===== src/rtl/uart_pkg.sv =====
// uart_pkg: state encoding and line-level constants shared by the UART transmitter and receiver.
// Rev 1.0
`default_nettype none

package uart_pkg;

  typedef enum logic [1:0] {
    IDLE  = 2'd0,
    START = 2'd1,
    DATA  = 2'd2,
    STOP  = 2'd3
  } uart_state_e;

  localparam logic START_BIT = 1'b0;
  localparam logic STOP_BIT  = 1'b1;

  // Counter width for a modulus of n, never narrower than one bit.
  function automatic int cnt_width(input int n);
    return (n > 1) ? $clog2(n) : 1;
  endfunction

endpackage

`default_nettype wire


===== src/rtl/uart_baud_tick.sv =====
// uart_baud_tick: bit-period counter; tick marks the last clk cycle of each bit while enabled.
// Rev 1.0
`default_nettype none

module uart_baud_tick
  import uart_pkg::*;
#(
  parameter int CLKS_PER_BIT = 1
) (
  input  logic clk,
  input  logic rst,
  input  logic en,
  output logic tick
);

  localparam int TW = cnt_width(CLKS_PER_BIT);
  localparam logic [TW-1:0] LAST_TICK = TW'(CLKS_PER_BIT - 1);

  logic [TW-1:0] tick_cnt_q;

  always_ff @(posedge clk or negedge rst) begin
    if (!rst) begin
      tick_cnt_q <= '0;
    end else if (!en || (tick_cnt_q == LAST_TICK)) begin
      tick_cnt_q <= '0;
    end else begin
      tick_cnt_q <= tick_cnt_q + TW'(1);
    end
  end

  assign tick = en && (tick_cnt_q == LAST_TICK);

endmodule

`default_nettype wire


===== src/rtl/transmitter1_uart_fsm.sv =====
// transmitter1_uart_fsm: serialises one byte into a start/data(LSB first)/stop UART frame.
// Rev 1.0
`default_nettype none

module transmitter1_uart_fsm
  import uart_pkg::*;
#(
  parameter int DATA_W       = 8,
  parameter int CLKS_PER_BIT = 1
) (
  input  logic              clk,
  input  logic              rst,
  input  logic [DATA_W-1:0] din,
  input  logic              start,
  output logic              tx,
  output logic              busy,
  output logic              done
);

  localparam int BW = $clog2(DATA_W + 1);
  localparam logic [BW-1:0] LAST_BIT = BW'(DATA_W - 1);

  uart_state_e       state_q;
  logic [DATA_W-1:0] shift_q;
  logic [BW-1:0]     bit_cnt_q;
  logic              tx_q;
  logic              busy_q;
  logic              done_q;
  logic              tick;

  uart_baud_tick #(
    .CLKS_PER_BIT(CLKS_PER_BIT)
  ) u_baud (
    .clk (clk),
    .rst (rst),
    .en  (state_q != IDLE),
    .tick(tick)
  );

  // tx is updated together with the state so the line value is always a flop output.
  always_ff @(posedge clk or negedge rst) begin
    if (!rst) begin
      state_q   <= IDLE;
      shift_q   <= '0;
      bit_cnt_q <= '0;
      tx_q      <= STOP_BIT;
      busy_q    <= 1'b0;
      done_q    <= 1'b0;
    end else begin
      done_q <= 1'b0;
      case (state_q)
        IDLE: begin
          tx_q      <= STOP_BIT;
          busy_q    <= 1'b0;
          bit_cnt_q <= '0;
          if (start) begin
            shift_q <= din;
            tx_q    <= START_BIT;
            busy_q  <= 1'b1;
            state_q <= START;
          end
        end
        START: begin
          if (tick) begin
            state_q   <= DATA;
            bit_cnt_q <= '0;
            tx_q      <= shift_q[0];
          end
        end
        DATA: begin
          if (tick) begin
            shift_q   <= {1'b0, shift_q[DATA_W-1:1]};
            bit_cnt_q <= bit_cnt_q + BW'(1);
            if (bit_cnt_q == LAST_BIT) begin
              state_q <= STOP;
              tx_q    <= STOP_BIT;
            end else begin
              tx_q <= shift_q[1];
            end
          end
        end
        STOP: begin
          if (tick) begin
            state_q <= IDLE;
            busy_q  <= 1'b0;
            done_q  <= 1'b1;
          end
        end
        default: begin
          state_q <= IDLE;
          tx_q    <= STOP_BIT;
          busy_q  <= 1'b0;
        end
      endcase
    end
  end

  assign tx   = tx_q;
  assign busy = busy_q;
  assign done = done_q;

endmodule

`default_nettype wire


===== config.mk =====
export PLATFORM = sky130hd
export DESIGN_NAME = transmitter1_uart_fsm
export DESIGN_NICKNAME = d
export VERILOG_FILES = /design/src/rtl/uart_pkg.sv /design/src/rtl/uart_baud_tick.sv /design/src/rtl/transmitter1_uart_fsm.sv
export SDC_FILE = /design/constraint.sdc
export NUM_CORES = 1
export LEC_CHECK = 0
export CORE_MARGIN = 4
export CORE_UTILIZATION = 25
export CTS_CLUSTER_DIAMETER = 40
export CTS_CLUSTER_SIZE = 8
export DETAILED_ROUTE_END_ITERATION = 6
export DONT_BUFFER_PORTS = 1
export GPL_ROUTABILITY_DRIVEN = 0
export PLACE_DENSITY = 0.38
export SYNTH_ARGS = -nofsm -noshare
export SYNTH_HDL_FRONTEND = slang
export SYNTH_SLANG_ARGS = --single-unit

===== constraint.sdc =====
create_clock -name clk -period 2.3 [get_ports clk]
set_input_delay 0.23 -clock clk [delete_from_list [all_inputs] [get_ports clk]]
set_output_delay 0.23 -clock clk [all_outputs]
set_load 0.05 [all_outputs]

==> key figures, run 1 <==
GRT
  – GR Util met2: 14.4%
  – Tot GR Track Use: around a tenth
  – First-pass GRT wire length: roughly 3900 microns
  – Global route hottest layer: met2
  – Vias in the first global route: around 750
  – Total gr overflow: 0
  – Largest net degree at the start of global routing: 19
  – Initial antenna violation count: 0
  – Met1 Use GR: 11.7%
  – GR Layer Usage met3: 3.78%

Synth
  – Mapped Area: approximately 1100 sq um
  – Post-Syn Instances: 93
  – Syn. warnings: 0
  – Sequential area share after synthesis: 41.2%
  – Post-synthesis register bit count: 18
  – Distinct cell type count after synthesis: 38
  – Post-synth ARST share: 100%
  – Most used DFF post-synth: dfrtp_1
  – Mean Syn Cell Area: 11.8 sq um
  – Post-synth EDFFs: 0
  – Mapped Nets: 111

Finish
  – Post-route design area: about 1200 sq um
  – Ant. Diodes: 0
  – Filler-free cell count of the finished design: around 150
  – Final design utilization: 29.3%
  – Share of layout cells above drive strength 1: 25.8%
  – Nets: approximately 120
  – P&R area growth vs syn: 9.92%

Route
  – DR vias/cell: 4.93
  – DR pass1 iterations: 4
  – WL final: ~2300 microns
  – Iter 0 DRT Violations: 25
  – Routed wire length per instance: 15.5 microns
  – DRC viols: 0
  – Via count: 724
  – Antenna viol nets, final: 0

Place
  – Dpl cells: 142
  – Placed Area: around 1100 sq um
  – Post-place setup slack: approximately 0.38 ns
  – HPWL after DPL: 1670 microns
  – I/O Buffers: 0

Worst setup path
  – Slowest CP cell: a21o_1
  – Crit Path Class: register to register
  – Buf/Inv on CP: 1
  – Max incr delay on CP: between 0.4 and 0.5 ns
  – Worst EP arrival: 2.08 ns
  – Critical-path cell list: inv_1, ha_1, nor2_1, a21o_1, mux2_4
  – CP delay by family, top: compound AO/OA/AOI/OAI gates
  – WP data required: 2.45 ns
  – CP Max Fanout: 8
  – Crit. End Element: register
  – CP startpoint kind: register

Floorplan
  – IO Count: 14
  – Core area: 4120 sq um
  – Row count: 23
  – Starting Density: between 20% and 30%
  – Die X-Extent: around 74 microns
  – Die area: 5510 sq um
  – Chip height: 74.3 microns

Timing
  – Setup WS post-layout: between 0.3 and 0.4 ns
  – Worst-Margin Slew: between 0.8 and 0.9 ns
  – Final setup skew: roughly 0.0029 ns
  – Final period util: a little over four fifths
  – Setup TNS: 0 ns
  – Hold Vio Cnt, Final: 0
  – Max-Slew Margin vs Limit: 43.6%
  – RSZ-0062 raised after global routing: false
  – Max-slew violations: 0
  – Final number of setup-violating endpoints: 0
  – FMAX: 518 MHz
  – WHS: 0.157 ns
  – Minimum clock period: between 1.5 and 2 ns

Clock tree
  – Worst-path clk slew: around 0.07 ns
  – Clk buf depth: 2
  – Clock root cell: clkbuf_8
  – Total setup buffers inserted after CTS: 0
  – Clock sinks: 18
  – CTS Hold Bufs: 1
  – PostCTS Resize Cnt: 0
  – Worst-Skew Late Latency: 0.26 ns
  – CTS buffer count: 3
  – CTS tree: done
  – H-tree depth: 1

Run
  – Max Cap Viol: 0

Run status
  – Status: completed

Worst hold path
  – Worst min path class: primary input to register

Power
  – Power per Cell Area: between 1000 and 1500 nW/um^2
  – Power, Total: 1.76 mW
  – Peak VDD IR: ~0.00053 V
  – Static Leak: about 0.53 nW
power by group:
group / switching, mW / leakage [nW] / internal (mW)
sequential: 0.179 / 0.223 / 0.457
combinational: 0.385 / 0.274 / 0.472
clock: 0.114 / 0.0288 / 0.152
worst reg2reg max path: stages, from the launching register on:
cell	delay, ns
dfrtp_1	0.41
inv_1	0.12
ha_1	0.24
nor2_1	0.25
a21o_1	0.45
mux2_4	0.34
synth_stat cells (3+ instances only):
| cell type | count | area share [%] |
|---|---|---|
| nand3b_1 | 3 | 2.1 |
| dfrtp_1 | 17 | 39 |
| nand2_1 | 3 | 1.0 |
| mux2_2 | 9 | 9.2 |
| nor2b_1 | 3 | 1.7 |
| mux2_4 | 7 | 9.6 |
| o21ai_0 | 4 | 1.8 |
| ha_1 | 7 | 8.0 |
| buf_6 | 3 | 3.1 |
| inv_1 | 4 | 1.4 |
| nor2_1 | 4 | 1.4 |
placed cells by master, fill, tap and decap left out, drive strengths merged, types with 2 or more instances in the layout:
cell type / count
clkbuf: 4
a22oi: 2
mux2: 17
inv: 4
buf: 3
nor2b: 3
ha: 7
nor2: 4
o21a: 2
nand3b: 3
o21ai: 4
dfrtp: 17
nand2: 3
flip-flops by register name, indices dropped and copies added, names as in the netlist:
| register | flops |
|---|---|
| shift_q | 8 |
| bit_cnt_q | 4 |
| state_q | 2 |
| busy | 1 |
| done | 1 |
| tx | 1 |
| u_baud.tick_cnt_q | 1 |
cell families (layout without fill, tap and decap cells):
| group | count (synthesis) | in the layout | share of synthesized area, % |
|---|---|---|---|
| multiplexers | 17 | 17 | 19.8 |
| buffers and inverters | 8 | 12 | 5.13 |
| other | 1 | 1 | 0.342 |
| AND/OR/NAND/NOR | 23 | 23 | 12.5 |
| adder cells (fa/ha/maj) | 7 | 7 | 7.98 |
| AO/OA/AOI/OAI | 19 | 19 | 13.0 |
| flip-flops | 18 | 18 | 41.2 |
per-layer routing:
| layer | vias up | part of all wire [%] |
|---|---|---|
| met5 | - | 0 |
| met4 | 0 | 1.9 |
| met3 | 6 | 4.6 |
| met2 | 15 | 45 |
| met1 | 358 | 48 |
| li1 | 345 | - |
final timing paths:
path	cells past startpoint	from	slack (ns)	endpoint
min in group asynchronous	1	rst	0.52	u_baud.tick_cnt_q$_DFF_PN0_
worst max register to register	5	state_q[0]$_DFFE_PN0P_	0.37	shift_q[6]$_DFFE_PN0P_
worst min register to register	1	shift_q[3]$_DFFE_PN0P_	0.51	shift_q[3]$_DFFE_PN0P_
worst max-delay path	5	state_q[0]$_DFFE_PN0P_	0.37	shift_q[6]$_DFFE_PN0P_
max in group asynchronous	1	rst	1.26	shift_q[0]$_DFFE_PN0P_
worst min-delay path	2	din[7]	0.16	shift_q[7]$_DFFE_PN0P_
cell type report:
type                       instances  area [sq um]
clock buffer                       4          55.1
tap                               50          62.6
multi-input combinational         67           589
timing repair buffer               4          32.5
fill                             419          2910
sequential                        18           452
inverter                           4          15.0
Power figures use the tool's default switching activity.
==> inputs of run 2 (changes only) <==
Settings changed: ABC_AREA set to 1.
Clock period 2.3 ns to 1.95 ns, I/O delays scaled along.
==> key figures, run 2 <==
Floorplan
  – Row count: 23 (unchanged)
  – Core area: 4000 sq um (-2.8%)
  – Starting Density: 26.0% (-0.67 points)
  – Die area: 5250 sq um (-4.7%)
  – Die X-Extent: 72.5 microns (-2.4%)
  – IO Count: 14 (unchanged)
  – Chip height: 72.5 microns (-2.4%)

Power
  – Peak VDD IR: 0.000560 V (+5.6%)
  – Static Leak: 0.605 nW (+15%)
  – Power per Cell Area: 1680 nW/um^2 (+16%)

Finish
  – Filler-free cell count of the finished design: 190 (+29%)
  – Most frequent cells in the layout: nand2_1, dfrtp_1, nand3_1
  – Top Registers: shift_q: 8 flops, bit_cnt_q: 4 flops, state_q: 2 flops
  – Largest register FFs: 8 (unchanged)
  – P&R area growth vs syn: 10.7%
  – Ant. Diodes: 0 (unchanged)
  – Nets: 159 (+37%)
  – Commonest non-fill, non-tap cell in the layout: nand2_1
  – Share of layout cells above drive strength 1: 11.4% (-14 points)
  – Top reg by flops: shift_q

Synth
  – Sequential area share after synthesis: 43.4% (+2.3 points)
  – Synth cell count leaders: nand2_1, dfrtp_1, nand3_1
  – Syn. warnings: 0 (unchanged)
  – Post-Syn Instances: 136 (+46%)
  – Most used DFF post-synth: dfrtp_1
  – Post-synthesis register bit count: 18 (unchanged)
  – Count leader, synth: nand2_1
  – Distinct cell type count after synthesis: 20 (-47%)
  – Post-synth ARST share: 100% (unchanged)
  – Simple-Gate Fraction of Synth Area: 38.3% (+26 points)
  – Compound-Gate Fraction of Synth Area: 3.37% (-9.6 points)
  – Synthesized-area fraction occupied by adder cells: 8.42% (+0.44 points)
  – Mapped Nets: 154 (+39%)
  – Area fraction of the dominant cell type after synthesis: 40.9% (+2.1 points)
  – Mapped Area: 1040 sq um (-5.2%)
  – Dominant cell type by area after synthesis: dfrtp_1
  – Post-synth EDFFs: 0 (unchanged)
  – Largest family of logic cells by synthesized area: simple AND/OR/NAND/NOR gates
  – Multiplexer share of the synthesized area: 0% (-20 points)
  – Ranking of synthesized cells by area: dfrtp_1, nand2_1, ha_1, nand3_1, dfstp_2
  – Synth Area in XOR/XNOR: 0.842% (+0.84 points)
  – Mean Syn Cell Area: 7.65 sq um (-35%)

Clock tree
  – Worst-Skew Late Latency: 0.26 ns (about the same)
  – Clock sinks: 18 (unchanged)
  – H-tree depth: 1 (unchanged)
  – CTS tree: done
  – Clock root cell: clkbuf_8
  – CTS buffer count: 3 (unchanged)
  – Worst-path clk slew: 0.07 ns (about the same)
  – Total setup buffers inserted after CTS: 0 (unchanged)
  – Clk buf depth: 2 (unchanged)

Worst setup path
  – CP startpoint kind: register
  – Crit. End Element: register
  – CP Max Fanout: 11 (+3)
  – WP data required: 2.09 ns (-0.36 ns)
  – Crit Path Class: register to register
  – Worst EP arrival: 1.84 ns (-0.24 ns)

Timing
  – Final setup skew: 0.00633 ns (+0.00348 ns)
  – Max-Slew Margin vs Limit: 41.2% (-2.4 points)
  – Final period util: 87.1% (+3.2 points)
  – Max-slew violations: 0 (unchanged)
  – Setup TNS: 0 ns (unchanged)
  – Setup WS post-layout: 0.251 ns (-0.119 ns)
  – Hold Vio Cnt, Final: 0 (unchanged)
  – RSZ-0062 raised after global routing: false
  – Final number of setup-violating endpoints: 0 (unchanged)
  – Minimum clock period: 1.70 ns (-0.231 ns)
  – FMAX: 588 MHz (+14%)
  – Worst-Margin Slew: 0.880 ns (+0.0361 ns)

Run status
  – Status: completed

GRT
  – GR Util met2: 15.2% (+0.80 points)
  – Vias in the first global route: 852 (+13%)
  – Total gr overflow: 0 (unchanged)
  – Initial antenna violation count: 0 (unchanged)
  – Global route hottest layer: met2
  – Largest net degree at the start of global routing: 19 (unchanged)
  – First-pass GRT wire length: 4150 microns (+7.3%)
  – Tot GR Track Use: 10.2% (+0.82 points)
  – Met1 Use GR: 14.0% (+2.4 points)
  – GR Layer Usage met3: 3.32% (-0.46 points)

Route
  – Iter 0 DRT Violations: 52 (+110%)
  – WL final: 2330 microns (+2.2%)
  – Antenna viol nets, final: 0 (unchanged)
  – DRC viols: 0 (unchanged)
  – Routed wire length per instance: 12.2 microns (-21%)
  – Via count: 828 (+14%)
  – DR pass1 iterations: 4 (unchanged)
  – DR vias/cell: 4.36 (-12%)

Place
  – HPWL after DPL: 1670 microns (-0.51%)
  – Dpl cells: 185 (+30%)
  – Post-place setup slack: 0.255 ns (-0.124 ns)
  – I/O Buffers: 0 (unchanged)

Worst hold path
  – Worst min path class: primary input to register

Run
  – Max Cap Viol: 0 (unchanged)
-- run 2: worst max-delay path, cell delays in order, from the launching register on --
cell and delay (ns):
dfrtp_1 0.44, inv_1 0.11, ha_1 0.24, nor2_2 0.17, nor2_4 0.06, nor2_4 0.24
nand2_2 0.19, nand2_1 0.09, o21ai_1 0.06
-- run 2: power breakdown --
group	switching (mW)	internal (mW)	leakage, nW
clock network	0.131	0.145	0.0228
logic	0.624	0.319	0.354
registers	0.190	0.529	0.228
-- run 2: final timing paths --
path / from / end / slack, ns / depth (start not counted)
setup / recovery: state_q[0]$_DFFE_PN0P_ / shift_q[7]$_DFFE_PN0P_ / 0.25 / 8
hold / removal: start / busy$_DFFE_PN0P_ / 0.07 / 2
setup reg to reg: state_q[0]$_DFFE_PN0P_ / shift_q[7]$_DFFE_PN0P_ / 0.25 / 8
hold reg to reg: shift_q[3]$_DFFE_PN0P_ / shift_q[3]$_DFFE_PN0P_ / 0.48 / 2
max in group asynchronous: rst / bit_cnt_q[1]$_DFFE_PN0P_ / 0.90 / 1
min in group asynchronous: rst / u_baud.tick_cnt_q$_DFF_PN0_ / 0.50 / 1
-- run 2: cells by family after synthesis --
| kind of cell | count (synthesis) |
|---|---|
| xor+xnor | 1 |
| simple gates | 90 |
| compound gates | 7 |
| other cells | 1 |
| fa+ha+maj | 7 |
| buf+inv | 12 |
| flops | 18 |
-- run 2: routing by layer --
layer | wire [microns] | part of all wire (%)
met3 | 83 | 3.6
met4 | 19 | 0.82
met2 | 1050 | 45
met1 | 1170 | 50
met5 | 0 | 0
-- run 2: per-stage QoR --
stage	hold WS, ns	util [%]	total power [mW]	area [sq um]
global route	0.0506	28.8	2.16	1150
finish	0.0654	28.8	1.94	1150
CTS	0.0585	28.8	1.98	1150
floorplan	-0.101	-	1.47	1040
global placement	-0.0999	27.4	1.67	1100
detailed placement	-0.0995	27.4	1.68	1100
-- run 2: layout make-up --
type	count	area, sq um
Fill cell	428	2850
Multi-Input combinational cell	106	533
Sequential cell	18	452
Tap cell	50	62.6
Clock buffer	4	45.0
Inverter	9	33.8
Timing Repair Buffer	3	25.0
-- run 2: timing repair --
| action | in CTS | in global routing |
|---|---|---|
| hold buffers | 1 | 0 |
| resized for setup | 0 | 0 |
| hold endpoints to repair | 18 | 0 |
==> inputs of run 3 (changes only) <==
Settings changed: ABC_AREA 1 to not set.
==> key figures, run 3 (synthesized netlist as in run 1, its figures left out) <==
Power
  – Static Leak: 0.546 nW (-9.7%)
  – Peak VDD IR: 0.000522 V (-6.9%)
  – Power per Cell Area: 1750 nW/um^2 (+3.8%)

Floorplan
  – Die X-Extent: 74.3 microns (+2.4%)
  – Row count: 23 (unchanged)
  – IO Count: 14 (unchanged)
  – Die area: 5510 sq um (+4.9%)
  – Core area: 4120 sq um (+2.9%)
  – Chip height: 74.3 microns (+2.4%)
  – Starting Density: 26.7% (+0.67 points)

Clock tree
  – CTS tree: done
  – Clk buf depth: 2 (unchanged)
  – Clock root cell: clkbuf_8
  – H-tree depth: 1 (unchanged)
  – CTS buffer count: 3 (unchanged)
  – Worst-Skew Late Latency: 0.25 ns (about the same)
  – Clock sinks: 18 (unchanged)
  – Worst-path clk slew: 0.07 ns (about the same)

Timing
  – Setup TNS: 0 ns (unchanged)
  – Final number of setup-violating endpoints: 0 (unchanged)
  – Hold Vio Cnt, Final: 0 (unchanged)
  – Max-Slew Margin vs Limit: 43.2% (+2.1 points)
  – Final period util: 94.3% (+7.2 points)
  – Max-slew violations: 0 (unchanged)
  – RSZ-0062 raised after global routing: false
  – Minimum clock period: 1.84 ns (+0.141 ns)
  – FMAX: 544 MHz (-7.6%)
  – Worst-Margin Slew: 0.849 ns (-0.0311 ns)
  – Final setup skew: 0.00167 ns (-0.00466 ns)

Worst setup path
  – Crit Path Class: register to register
  – Reg2reg start: state_q[0]$_DFFE_PN0P_
  – WP data required: 2.09 ns (about the same)
  – CP endpoint: state_q[1]$_DFFE_PN0P_
  – R2R Path End: state_q[1]$_DFFE_PN0P_
  – CP Max Fanout: 4 (-7)
  – Worst Reg-to-Reg Cells: 5 (-3)
  – Crit. End Element: register
  – Crit path from: state_q[0]$_DFFE_PN0P_
  – Worst R2R Setup Slack: 0.11 ns (-0.14 ns)
  – CP startpoint kind: register
  – Worst EP arrival: 1.98 ns (+0.14 ns)

Run
  – Max Cap Viol: 0 (unchanged)

GRT
  – Total gr overflow: 0 (unchanged)
  – Vias in the first global route: 772 (-9.4%)
  – Tot GR Track Use: 9.54% (-0.63 points)
  – Largest net degree at the start of global routing: 19 (unchanged)
  – Initial antenna violation count: 0 (unchanged)
  – First-pass GRT wire length: 3950 microns (-4.7%)

Finish
  – Fillcell total: 428 (unchanged)
  – Multi-input gate area: 592 sq um (+11%)
  – Commonest non-fill, non-tap cell in the layout: dfrtp_1
  – Final design utilization: 30.6% (+1.8 points)
  – Top reg by flops: shift_q
  – Share of layout cells above drive strength 1: 30.0% (+19 points)
  – Largest register FFs: 8 (unchanged)
  – Top Registers: shift_q: 8 flops, bit_cnt_q: 4 flops, state_q: 2 flops
  – Ant. Diodes: 0 (unchanged)
  – P&R area growth vs syn: 14.6%
  – Nets: 119 (-25%)
  – Register Area: 453 sq um (+0.28%)
  – Most frequent cells in the layout: dfrtp_1, mux2_2, mux2_4

Route
  – Antenna viol nets, final: 0 (unchanged)
  – DR vias/cell: 4.80 (+10%)
  – Routed wire length per instance: 15.5 microns (+27%)
  – Iter 0 DRT Violations: 11 (-79%)
  – Via count: 720 (-13%)
  – DR pass1 iterations: 3 (-1)
  – WL final: 2330 microns (about the same)
  – DRC viols: 0 (unchanged)

Run status
  – Status: completed

Place
  – I/O Buffers: 0 (unchanged)
  – HPWL after DPL: 1740 microns (+4.3%)

Worst hold path
  – Worst min path class: primary input to register
==> run 3: changes by cell type in the layout (fill, tap and decap cells not counted), moves of 3 or more <==
cell	before	now
mux2_4	0	7
nand2_1	61	3
o21ai_1	3	0
inv_1	7	4
mux2_2	0	9
nand4_1	4	1
nand2_2	3	0
nor2b_1	0	3
nand3_1	13	1
nand3b_1	0	3
==> run 3: stage by stage <==
stage               setup slack (ns)  std cells  hold WS (ns)  power, mW  instance area [sq um]
detailed placement            0.0782        145       -0.0995       1.88                   1190
finish                         0.110        150         0.111       2.20                   1260
global placement              0.0986        145       -0.0996       1.86                   1190
CTS                           0.0677        150         0.104       2.22                   1250
global route                  0.0203        150         0.126       2.35                   1260
floorplan                      0.269         93        -0.101       1.61                   1100
==> run 3: how the worst min path moves through the flow <==
stage            from                  endpoint  slack, ns  cells after the start
4_1_cts        din[7]    shift_q[7]$_DFFE_PN0P_       0.10                      2
3_5_place_dp      rst    state_q[1]$_DFFE_PN0P_       -0.1                      0
2_1_floorplan     rst  bit_cnt_q[0]$_DFFE_PN0P_      -0.10                      0
3_3_place_gp      rst    state_q[1]$_DFFE_PN0P_       -0.1                      0
5_1_grt        din[7]    shift_q[7]$_DFFE_PN0P_       0.13                      2
6_report       din[7]    shift_q[7]$_DFFE_PN0P_       0.11                      2
==> run 3: metal layers <==
metal  wire length [microns]  track usage (%)
met1                    1070             11.8
met2                    1140             15.5
met3                      96             2.97
met4                      16             3.95
met5                       0                0
==> run 3: critical path, stage by stage, from the launching register on <==
cell and delay, ns:
dfrtp_1 0.40, inv_1 0.11, ha_1 0.28, o32a_1 0.38, a221oi_2 0.20, mux2_1 0.35
==> run 3: layout make-up <==
class,count,area share [%]
well taps,50,4.98
repair buffers,7,6.37
inverters,4,1.19
clock buffers,4,4.38
multi-input cells,67,47.1
flip-flops and latches,18,36.0
==> run 3: repair_timing <==
action                                  CTS  global route
hold buffers                              1             0
resized for setup                         0             2
endpoints found under the hold margin    18             0
endpoints found under the setup margin    0             2
setup buffers                             0             0
==> run 3: where the power goes <==
part	switching [mW]	internal (mW)	leakage [nW]	total, mW
clock network	0.137	0.180	0.0288	0.316
logic	0.473	0.653	0.295	1.13
registers	0.214	0.541	0.222	0.755
